`src/rtl/m_mem_master_pkg.sv`:
```
// Shared encodings for the M-stage memory master: memory op codes, FSM states,
// byte-enable constants and small op-classification helpers.
package m_mem_master_pkg;

    localparam logic [2:0] MEMOP_LB  = 3'd0;
    localparam logic [2:0] MEMOP_LBU = 3'd1;
    localparam logic [2:0] MEMOP_LH  = 3'd2;
    localparam logic [2:0] MEMOP_LHU = 3'd3;
    localparam logic [2:0] MEMOP_LW  = 3'd4;
    localparam logic [2:0] MEMOP_SB  = 3'd5;
    localparam logic [2:0] MEMOP_SH  = 3'd6;
    localparam logic [2:0] MEMOP_SW  = 3'd7;

    typedef enum logic [1:0] {
        MM_IDLE = 2'd0,
        MM_REQ  = 2'd1,
        MM_RESP = 2'd2
    } mm_state_e;

    localparam logic [3:0] BE_B0      = 4'b0001;
    localparam logic [3:0] BE_LO_HALF = 4'b0011;
    localparam logic [3:0] BE_HI_HALF = 4'b1100;
    localparam logic [3:0] BE_ALL     = 4'b1111;

    function automatic logic is_load(input logic [2:0] op);
        return op <= MEMOP_LW;
    endfunction

    function automatic logic is_misaligned(input logic [2:0] op, input logic [1:0] lo);
        case (op)
            MEMOP_LH, MEMOP_LHU, MEMOP_SH: return lo[0];
            MEMOP_LW, MEMOP_SW:            return lo != 2'b00;
            default:                       return 1'b0;
        endcase
    endfunction

endpackage

```
`src/rtl/m_mem_master_lane.sv`:
```
// m_mem_lane: combinational byte-lane logic shared by memory masters --
// store byte enables / lane replication and load byte/half extraction with extension.
module m_mem_lane
    import m_mem_master_pkg::*;
(
    input  logic [2:0]  op_i,
    input  logic [1:0]  addr_lo_i,
    input  logic [31:0] wdata_i,
    input  logic [31:0] rword_i,
    output logic [3:0]  be_o,
    output logic [31:0] wdata_o,
    output logic [31:0] rdata_o
);

    logic [7:0]  byte_sel;
    logic [15:0] half_sel;

    assign byte_sel = rword_i[{addr_lo_i, 3'b000} +: 8];
    assign half_sel = rword_i[{addr_lo_i[1], 4'b0000} +: 16];

    always_comb begin
        be_o    = BE_ALL;
        wdata_o = wdata_i;
        rdata_o = rword_i;
        case (op_i)
            MEMOP_LB:  rdata_o = {{24{byte_sel[7]}}, byte_sel};
            MEMOP_LBU: rdata_o = {24'h0, byte_sel};
            MEMOP_LH:  rdata_o = {{16{half_sel[15]}}, half_sel};
            MEMOP_LHU: rdata_o = {16'h0, half_sel};
            MEMOP_SB: begin
                be_o    = BE_B0 << addr_lo_i;
                wdata_o = {4{wdata_i[7:0]}};
            end
            MEMOP_SH: begin
                be_o    = addr_lo_i[1] ? BE_HI_HALF : BE_LO_HALF;
                wdata_o = {2{wdata_i[15:0]}};
            end
            default: ;
        endcase
    end

endmodule

```
`src/rtl/m_mem_master.sv`:
```
// M-stage load/store initiator on a req/ack data bus with request timeout.
// Build option ALIGN_EXC_EN: misaligned half/word accesses raise exc_adel/exc_ades without bus activity.
module m_mem_master
    import m_mem_master_pkg::*;
#(
    parameter int TIMEOUT_CYC = 16
) (
    input  logic        clk,
    input  logic        reset,
    input  logic        op_valid_i,
    input  logic [2:0]  op_i,
    input  logic [31:0] addr_i,
    input  logic [31:0] wdata_i,
    output logic        stall_o,
    output logic [31:0] rdata_o,
    output logic        rdata_valid_o,
    output logic        bus_err_o,
    output logic        exc_adel_o,
    output logic        exc_ades_o,
    output logic        bus_req_o,
    output logic        bus_we_o,
    output logic [31:0] bus_addr_o,
    output logic [3:0]  bus_be_o,
    output logic [31:0] bus_wdata_o,
    input  logic        bus_ack_i,
    input  logic [31:0] bus_rdata_i
);

    localparam int CNT_W = $clog2(TIMEOUT_CYC);
    localparam logic [CNT_W-1:0] CNT_LAST = CNT_W'(TIMEOUT_CYC - 1);

    mm_state_e   state_q;
    logic [2:0]  op_q;
    logic [31:0] addr_q;
    logic [31:0] wdata_q;
    logic [31:0] rdata_q;
    logic        rdata_valid_q;
    logic        err_q;
    logic [CNT_W-1:0] cnt_q;
    logic [3:0]  lane_be;
    logic [31:0] lane_wdata;
    logic [31:0] lane_rdata;
    logic        in_req;

    m_mem_lane u_lane (
        .op_i      (op_q),
        .addr_lo_i (addr_q[1:0]),
        .wdata_i   (wdata_q),
        .rword_i   (bus_rdata_i),
        .be_o      (lane_be),
        .wdata_o   (lane_wdata),
        .rdata_o   (lane_rdata)
    );

`ifdef ALIGN_EXC_EN
    logic adel_q;
    logic ades_q;
    assign exc_adel_o = adel_q;
    assign exc_ades_o = ades_q;
`else
    assign exc_adel_o = 1'b0;
    assign exc_ades_o = 1'b0;
`endif

    // Response registers default to 0 so they only show a value during the single RESP cycle.
    always_ff @(posedge clk) begin
        if (reset) begin
            state_q       <= MM_IDLE;
            op_q          <= '0;
            addr_q        <= '0;
            wdata_q       <= '0;
            rdata_q       <= '0;
            rdata_valid_q <= 1'b0;
            err_q         <= 1'b0;
            cnt_q         <= '0;
`ifdef ALIGN_EXC_EN
            adel_q        <= 1'b0;
            ades_q        <= 1'b0;
`endif
        end else begin
            rdata_q       <= '0;
            rdata_valid_q <= 1'b0;
            err_q         <= 1'b0;
`ifdef ALIGN_EXC_EN
            adel_q        <= 1'b0;
            ades_q        <= 1'b0;
`endif
            case (state_q)
                MM_IDLE: begin
                    if (op_valid_i) begin
                        op_q    <= op_i;
                        addr_q  <= addr_i;
                        wdata_q <= wdata_i;
                        cnt_q   <= '0;
`ifdef ALIGN_EXC_EN
                        if (is_misaligned(op_i, addr_i[1:0])) begin
                            state_q <= MM_RESP;
                            adel_q  <= is_load(op_i);
                            ades_q  <= ~is_load(op_i);
                        end else
`endif
                        state_q <= MM_REQ;
                    end
                end
                MM_REQ: begin
                    if (bus_ack_i) begin
                        state_q       <= MM_RESP;
                        rdata_valid_q <= is_load(op_q);
                        rdata_q       <= is_load(op_q) ? lane_rdata : '0;
                    end else if (cnt_q == CNT_LAST) begin
                        state_q       <= MM_RESP;
                        rdata_valid_q <= is_load(op_q);
                        err_q         <= 1'b1;
                    end else begin
                        cnt_q <= cnt_q + 1'b1;
                    end
                end
                MM_RESP: state_q <= MM_IDLE;
                default: state_q <= MM_IDLE;
            endcase
        end
    end

    assign in_req        = (state_q == MM_REQ);
    assign stall_o       = in_req | ((state_q == MM_IDLE) & op_valid_i);
    assign bus_req_o     = in_req;
    assign bus_we_o      = in_req & ~is_load(op_q);
    assign bus_addr_o    = in_req ? {addr_q[31:2], 2'b00} : '0;
    assign bus_be_o      = in_req ? lane_be : '0;
    assign bus_wdata_o   = in_req ? lane_wdata : '0;
    assign rdata_o       = rdata_q;
    assign rdata_valid_o = rdata_valid_q;
    assign bus_err_o     = err_q;

endmodule

```
`config.mk`:
```
export PLATFORM = sky130hd
export DESIGN_NAME = m_mem_master
export DESIGN_NICKNAME = d
export VERILOG_FILES = /design/src/rtl/m_mem_master_pkg.sv /design/src/rtl/m_mem_master_lane.sv /design/src/rtl/m_mem_master.sv
export SDC_FILE = /design/constraint.sdc
export NUM_CORES = 1
export LEC_CHECK = 0
export ABC_CLOCK_PERIOD_IN_PS = 3300
export CAP_MARGIN = 10
export CORE_AREA = 2 2 148 78
export CTS_CLUSTER_SIZE = 8
export DETAILED_ROUTE_END_ITERATION = 10
export DIE_AREA = 0 0 150 80
export PLACE_DENSITY_LB_ADDON = 0.25
export SLEW_MARGIN = 20
export SYNTH_ARGS = -nofsm -noshare
export SYNTH_HDL_FRONTEND = slang
export SYNTH_SLANG_ARGS = --single-unit
```
`constraint.sdc`:
```
create_clock -name clk -period 3.3 [get_ports clk]
set_input_delay 0.495 -clock clk [delete_from_list [all_inputs] [get_ports clk]]
set_output_delay 0.495 -clock clk [all_outputs]
set_load 0.01 [all_outputs]
```
Yosys cells after proc, flatten, opt, wreduce, memory -nomap -nowiden. Cells that the tools add are included.

Flip-flop bits (word level): 107. Output and inout bits: 107. Logic and storage cells: 57.

Reduce and logical (&&, ||, !) cells: 9. Shifts and indexed selects: 3. Bitwise gates (word level): 6. Equal/unequal tests: 11. Add/sub/neg operators: 1. Muxes and demuxes: 18. $lt $le $gt $ge: 1.

Operator list (count): $pmux 32 s4 (1); $mux 32 (2); $pmux 32 s2 (1); $shiftx 32x6->16 (1); $shiftx 32x6->8 (1); $mux 4 (5); $pmux 4 s2 (2); $eq 3x2->1 const B (2); $eq 3x3->1 const B (2); $mux 2 (3); $ne 2x2->1 const B (3); $add 4x1->4 const B (1); $eq 4x4->1 const B (1); $pmux 2 s2 (1); $reduce_and 2->1 (2); $reduce_and 4->1 (1); $reduce_or 4->1 (1); $shl 1x2->4 const A (1); $eq 3x1->1 const B (1); $le 3x3->1 const B (1); $logic_not 3->1 (1); $mux 1 (3); $ne 3x2->1 const B (1); $not 1->1 (3); other kinds (7) (8).

Depth between registers and ports, before layout.
Word-level depth: 4. Gate-level depth with buffers: 7. Gate-level depth less buffers: 5.

Cells and area by module. Synthesis repeated with hierarchy kept, for this count alone.

Cells, all modules: 658. Area total of the unflattened synthesis: 5147.4 µm².

By module, submodules not included: m_mem_master (area an instance 3983.8 µm², times used 1, cells an instance 479, sequential area each 2142.1 µm²); m_mem_lane (area an instance 1163.6 µm², times used 1, cells an instance 179, sequential area each 0.0 µm²).

Worst setup path after synthesis. No wires, ideal clock.

Path type: reg-to-output. Start point: register op_q[2]. End point: output port bus_wdata_o[16]. Setup slack: 1435 ps. Stages on the path, launching flop included: 8. Buffers on the path: 3. Required time: 2805 ps. Arrival time: 1370 ps. Path through: dfxtp_1 -> buf_2 -> and3b_1 -> buf_2 -> nor2_4 -> buf_4 -> nand2_1 -> a21oi_1.

Longest elaborated chain between the ends: 3. Elaborated cells between the ends (all ways): 4. Classes of those cells: 2 x eq/ne; 2 x mux.

RTL lines: start, declared (RTL line m_mem_master.sv:33) `logic [2:0] op_q;`; start signal, assigned (RTL line m_mem_master.sv:91) `op_q <= op_i;`; $eq 3x3->1 (RTL line m_mem_master_lane.sv:25) `case (op_i)`; $pmux 32 s2 * (RTL line m_mem_master_lane.sv:25); $mux 32 * (RTL line m_mem_master.sv:130) `assign bus_wdata_o = in_req ? lane_wdata : '0;`; end, declared (RTL line m_mem_master.sv:24) `output logic [31:0] bus_wdata_o,`.

Mark *: on every way between the ends. The rest lies on a longest branch, timed or not.

Worst setup path in the final report.
Start point: register op_q[1]. End point: output port bus_wdata_o[26].

The elaborated chain is that of the path after synthesis.

==> flow_summary.toml <==
[sta]
fin_crit_ps = 3160
fmax_ghz = 0.316
finalCritPeriodShare_pct = 95.9
fin_worst_skew_ps = 8.41
worstMarginPinSlew_ps = 724
layout_setup_ws_ps = 135
hold_viol = 0
drv_slew = 0
relSlewSlack_pct = 51.7
grt_setup_unrepaired = "no"
tns_ps = 0
setup_viol = 0

[setup_path]
crit_type = "reg -> out"
reg2reg_slack_ps = 1180
path_cells = "and3b_1 > nor2_4 > nand2_1 > a31oi_1 > clkdlybuf4s50_1"
cp_top_family = "simple AND/OR/NAND/NOR gates"
worstSetupEndpointType = "output pin"
reg2regPathDepth = 5
worstPathRequired_ps = 2800
cp_slowest_stage_delay_ps = 570
path_buf_inv = 1
r2r-end = "rdata_o[6]"
regToRegStartpoint = "op_q[1]"
crit_path_start_kind = "flip-flop"
cp_max_fo = 18
crit_arrival_ps = 2670
critPathSlowestCell = "clkdlybuf4s50_1"

[clocking]
clk_path_buf_depth = 2
ctsHoldBuffers = 0
cts_root_buf = "clkbuf_16"
cts.clk_slew.worst_paths_ps = 70
cts_max_level = 3
clkLatencyLatePin_ps = 340
clkSinkCount = 107
post-cts-setup-buffers = 0
cts_tree = "yes"
cts-buffers-inserted = 9
cts_resized = 0

[layout]
final_common_cell = "nand2_1"
multi_input_area_um2 = 2320
nets = 909
fill_cells = 899
area_growth_pct = 50.9
antenna_cells = 0
layout_common_cells = "225 x nand2_1, 204 x clkdlybuf4s50_1, 107 x dfxtp_1"
regArea_um2 = 2140
drive_gt1_share_pct = 4.95

[routing]
dr_wl_met3_um = 1510
dr.pass1.iters = 4
m1WireLength_um = 7750
ant_nets = 0
drc_errors = 0
vias = 5076
routed.top_layer = "met4"
drt_iter0_drc = 487
wirelength_um = 16300
wire_per_inst_um = 17.1
viasPerCell = 5.33
met2WireLength_um = 6890

[power_and_ir_drop]
power_density_nw_per_um2 = 431
leakagePower_nw = 2.56
peakVddDrop_mv = 0.281

[floorplanning]
core_um2 = 10700
num_rows = 27
fp.dieW_um = 150
io-pin-count = 210
die_area_um2 = 12000
start_util_pct = 44.1
fp.dieH_um = 80

[hold_path]
worstHoldStart = "addr_q[12]"
hold_depth = 2
hp-class = "reg -> reg"
whs_endpoint = "addr_q[12]"

[placed_design]
port_buffers = 205
dp_hpwl_um = 11900
gp_congestion = 0.954
dp_slack_ps = 559

[synth]
synth-async-reset-ratio_pct = 0
syn_inst = 631
ys_ff_latch = 107
synth_area_um2 = 4710
synthFlopType = "dfxtp_1"
synth_cell_types = 34
avgSynthCellArea_um2 = 7.46
ys_seq_area_share_pct = 45.5
yosys_warnings = 0
synth_edf_count = 0

[global_routing]
grt_antenna_before_repair = 0
grt_start_max_net_pins = 70
globalRoute.totalOverflow = 0
track_usage_pct = 26.5
grt_pass1_wl_um = 24500
grt_pass1_vias = 4655

[run]
cap_viol_max_count = 0

[status]
status = "finished clean"
[sequential cells by signal, indices dropped and copies added (netlist names)]
signal	cells
addr_q	32
wdata_q	32
bus_err_o	1
op_q	3
cnt_q	4
state_q	2
rdata_valid_o	1
rdata_o	32
[cell families after synthesis]
| group | count (synthesis) | synth area share (%) |
|---|---|---|
| flip-flops | 107 | 45.5 |
| buffers and inverters | 57 | 5.53 |
| adder cells (fa/ha/maj) | 1 | 0.266 |
| multiplexers | 3 | 0.665 |
| AND/OR/NAND/NOR | 310 | 29.0 |
| XOR/XNOR | 2 | 0.372 |
| AO/OA/AOI/OAI | 150 | 18.6 |
| other | 1 | 0.0797 |
[power by group]
part | leakage (nW) | total (W) | internal, W | switching (W)
Sequential | 0.874 | 0.00140 | 0.00135 | 0.0000427
Combinational | 1.53 | 0.000520 | 0.000249 | 0.000272
Clock | 0.151 | 0.00115 | 0.000679 | 0.000469
[Yosys cell counts (all sizes together), types with 3 or more instances]
cell	instances	area share [%]
nand4b	3	0.56
a32oi	7	1.3
nand2	226	18
a21oi	106	11
nor2b	3	0.40
and2	40	5.3
clkbuf	37	3.0
nor2	12	1.1
a31oi	26	3.8
buf	19	2.5
dfxtp	107	46
nand3	4	0.43
nor3	12	1.3
o221a	7	1.7
nand2b	3	0.40
[per-layer routing]
metal  vias up  GRT usage [%]
met1      2397           38.2
li1       2438              -
met2       225           39.6
met5         -              0
met4         0           4.81
met3        16           7.37
[worst register-to-register path, cell delays in order (launching register included)]
cell and delay, ps:
dfxtp_1 530, buf_4 230, nand2b_1 530, nand2_1 110, a31oi_1 410, o221a_2 250
[layout make-up]
class,count,area share [%]
timing repair buffer,216,30.2
multi-input combinational,470,32.6
clock inverter,4,1.07
inverter,1,0.0528
tap,145,2.55
clock buffer,10,3.36
sequential,107,30.2
[how the worst max path moves through the flow]
| stage | start | to | slack, ps | cells after the start |
|---|---|---|---|---|
| after global placement | op_q[1] | bus_wdata_o[29] | 690 | 5 |
| after floorplan | op_q[2] | bus_wdata_o[16] | 1430 | 7 |
| after detailed placement | op_q[1] | bus_wdata_o[26] | 560 | 5 |
| after CTS | op_q[1] | bus_wdata_o[26] | 190 | 5 |
| after global routing | op_q[1] | bus_wdata_o[28] | 5 | 5 |
| final | op_q[1] | bus_wdata_o[26] | 140 | 5 |
[stage by stage]
stage               power (W)  hold WS (ps)  area (µm²)  std cells  utilization, %
finish                0.00306           452        7100        953            66.5
global route          0.00318           467        7100        953            66.5
CTS                   0.00307           454        7100        953            66.5
detailed placement    0.00194           444        6790        939            63.6
global placement      0.00193           437        6790        939            63.6
floorplan             0.00167           432        4720        634               -
Note: power is estimated with default switching activity, not from simulation.
